[config.mk]
export PLATFORM = sky130hd
export DESIGN_NAME = settle_counter
export DESIGN_NICKNAME = d
export VERILOG_FILES = /design/src/rtl/gate_sweep_checker_settle_counter.sv
export SDC_FILE = /design/constraint.sdc
export NUM_CORES = 1
export LEC_CHECK = 0
export CORE_AREA = 2 2 39 41
export DETAILED_ROUTE_END_ITERATION = 6
export DIE_AREA = 0 0 41 43
export GPL_ROUTABILITY_DRIVEN = 0
export PLACE_DENSITY = 0.76
export SLEW_MARGIN = 20
export SYNTH_ARGS = -nofsm -noshare
export SYNTH_HDL_FRONTEND = slang
export SYNTH_SLANG_ARGS = --single-unit
[constraint.sdc]
create_clock -name clk -period 2.45 [get_ports clk]
set_input_delay 0.3675 -clock clk [delete_from_list [all_inputs] [get_ports clk]]
set_output_delay 0.3675 -clock clk [all_outputs]
set_load 0.01 [all_outputs]
[src/rtl/gate_sweep_checker_settle_counter.sv]
// Loadable down-counter used to time the settle interval of each vector.
module settle_counter #(
  parameter int WIDTH = 8
) (
  input  logic             clk,
  input  logic             rst_n,
  input  logic             load,
  input  logic             enable,
  input  logic [WIDTH-1:0] load_value,
  output logic             zero
);

  logic [WIDTH-1:0] count_r;

  // Load has priority; decrement stops at zero so the count never wraps
  always_ff @(posedge clk) begin
    if (!rst_n) begin
      count_r <= {WIDTH{1'b0}};
    end else if (load) begin
      count_r <= load_value;
    end else if (enable && (count_r != {WIDTH{1'b0}})) begin
      count_r <= count_r - {{(WIDTH-1){1'b0}}, 1'b1};
    end else begin
      count_r <= count_r;
    end
  end

  assign zero = (count_r == {WIDTH{1'b0}});

endmodule

==> impl_metrics.ini <==
[status]
status = complete, no violations

[synthesis]
ys.flop_type = dfxtp_1
mappedNetlistArea_um2 = 508
ys_ff_latch = 8
postSynthAreaPerCell_um2 = 8.76
ys_top_cells_by_area = dfxtp_1, o21ai_0, o41ai_4, xnor2_1, ha_1
ys_warn_count = 0
yosysTopAreaCell = dfxtp_1
ys_async_sr_fraction_pct = 0
syn-instance-count = 58
synth_top_cell_area_share_pct = 31.5
synth_edf_count = 0
syn-num-nets = 72
synthDistinctLibCells = 28
yosysSeqAreaShare_pct = 31.5

[detailed_routing]
vias = 484
drtAntennaViolNets = 0
vias_per_cell = 5.50
drtIter0Drc = 10
wl_um = 1100
dr.pass1.iters = 4
drc = 0
drt-wirelength-per-cell_um = 12.5

[sta]
post-route-min-period_ns = 2.33
slew_headroom_pct = 65.5
skew_ns = 0.00776
fin_tns_setup_ns = 0
worst_slew_pin_slew_ns = 0.515
slew_viol_final = 0
finalCritPeriodShare_pct = 95.1
layout_setup_ws_ns = 0.120
rsz0062_at_grt = false
hold_violations = 0
fmax_mhz = 429
setup_viol = 0

[placed_design]
port_buffers = 12
hpwlAfterDp_um = 836
pre_cts_slack_ns = 0.378

[worst_setup_path]
crit_path_max_fanout = 6
reg2reg_from = count_r[2]
cp-start-kind = flip-flop
rr_worst_depth = 4
endpoint_kind = primary output
path_class = reg2out
r2r-end = count_r[0]
crit_arrival_ns = 1.96
rrSetupSlack_ns = 0.61
cp.required_ns = 2.08

[final_layout]
nNetsFinal = 88
final_cell_mix = clkdlybuf4s50_1, dfxtp_1, o21ai_0
drive_gt1_share_pct = 12.5
largest_register = count_r
area_growth_pct = 32.0
diodes = 0
nFillCells = 150
largest_reg_flops = 8
reg.largest.list = count_r: 8 flops
final_common_cell = clkdlybuf4s50_1

[flow_run]
cap_violations = 0

[pwr]
power_density_nw_per_um2 = 544
vdd_drop_max_mv = 0.311
p_leak_nw = 0.250
total_power_w = 0.000365

[global_route]
grt_max_degree = 12
grt_overflow_total = 0
grt_pass1_wl_um = 1770
grt_pass1_vias = 442
antenna_found_initial = 0
grt_usage_pct = 14.9

[cts]
cts_buffer_depth = 2
cts_resized = 0
clk_pin_slew_ns = 0.05
cts_buffers = 3
holdBufCountCts = 0
cts.htree.levels = 1
clkLatencyLatePin_ns = 0.26
clock_sink_count = 8
root_buffer = clkbuf_4
cts_setup_buffers = 0
cts_tree = yes

[min_path]
hold_end = count_r[1]
hold_start = count_r[1]
hold_depth = 2
hold_class = reg2reg

[floorplanning]
start_util_pct = 36.7
fp.dieH_um = 43
die_w_um = 41
die_area_um2 = 1760
num_io_pins = 13
core_um2 = 1380
rows = 14
final cells by class:
| type | count | area, um2 | share of cell area, % |
|---|---|---|---|
| Clock buffer | 3 | 22.5 | 3.36 |
| Tap cell | 16 | 20.0 | 2.99 |
| Sequential cell | 8 | 160 | 23.9 |
| Timing Repair Buffer | 13 | 128 | 19.0 |
| Inverter | 4 | 15.0 | 2.24 |
| Multi-Input combinational cell | 44 | 325 | 48.5 |
through the flow:
step	instance area, um2	utilization [%]	hold WS [ns]	std cells
3_5_place_dp	648	46.8	0.502	85
4_1_cts	671	48.5	0.511	88
3_3_place_gp	648	46.8	0.494	85
6_report	671	48.5	0.504	88
5_1_grt	671	48.5	0.537	88
2_1_floorplan	508	-	0.468	58
Yosys cell counts, types with 2 or more instances:
cell type  number
dfxtp_1         8
or4_1           2
nor2_1          2
o31ai_1         3
a31oi_1         2
inv_1           4
nor3b_1         3
o21ai_0         6
and2_1          2
nand3_1         2
ha_1            2
a21oi_1         4
xnor2_1         3
report_power, final:
part,leakage (nW),internal [W],switching (W)
Combinational,0.169,0.0000582,0.0000477
Clock,0.0138,0.0000562,0.0000470
Sequential,0.0665,0.000142,0.0000139
routing by layer:
metal	track usage [%]	part of all wire, %
met5	0	0
met4	2.00	0
met3	7.85	9.5
met2	25.6	50
met1	15.4	40
critical path, cell delays in order, from the launching register on:
cell             delay, ns
dfxtp_1               0.35
or4_4                 0.59
nor4_1                0.19
clkdlybuf4s50_1       0.58
worst max path at each step:
stage | start | end | slack [ns] | cells past startpoint
floorplan | count_r[2] | count_r[0] | 0.77 | 4
global placement | count_r[2] | zero | 0.41 | 3
detailed placement | enable | count_r[7] | 0.38 | 5
CTS | count_r[2] | zero | 0.11 | 3
global route | count_r[2] | zero | 0.006 | 3
finish | count_r[2] | zero | 0.12 | 3
logic make-up after synthesis:
| kind of cell | Yosys count | share of synthesized area [%] |
|---|---|---|
| mux | 1 | 1.97 |
| flops | 8 | 31.5 |
| simple gates | 20 | 26.4 |
| fa+ha+maj | 2 | 4.93 |
| compound gates | 18 | 25.6 |
| buf+inv | 6 | 4.43 |
| xor+xnor | 3 | 5.17 |
Note: power is estimated with default switching activity, not from simulation.
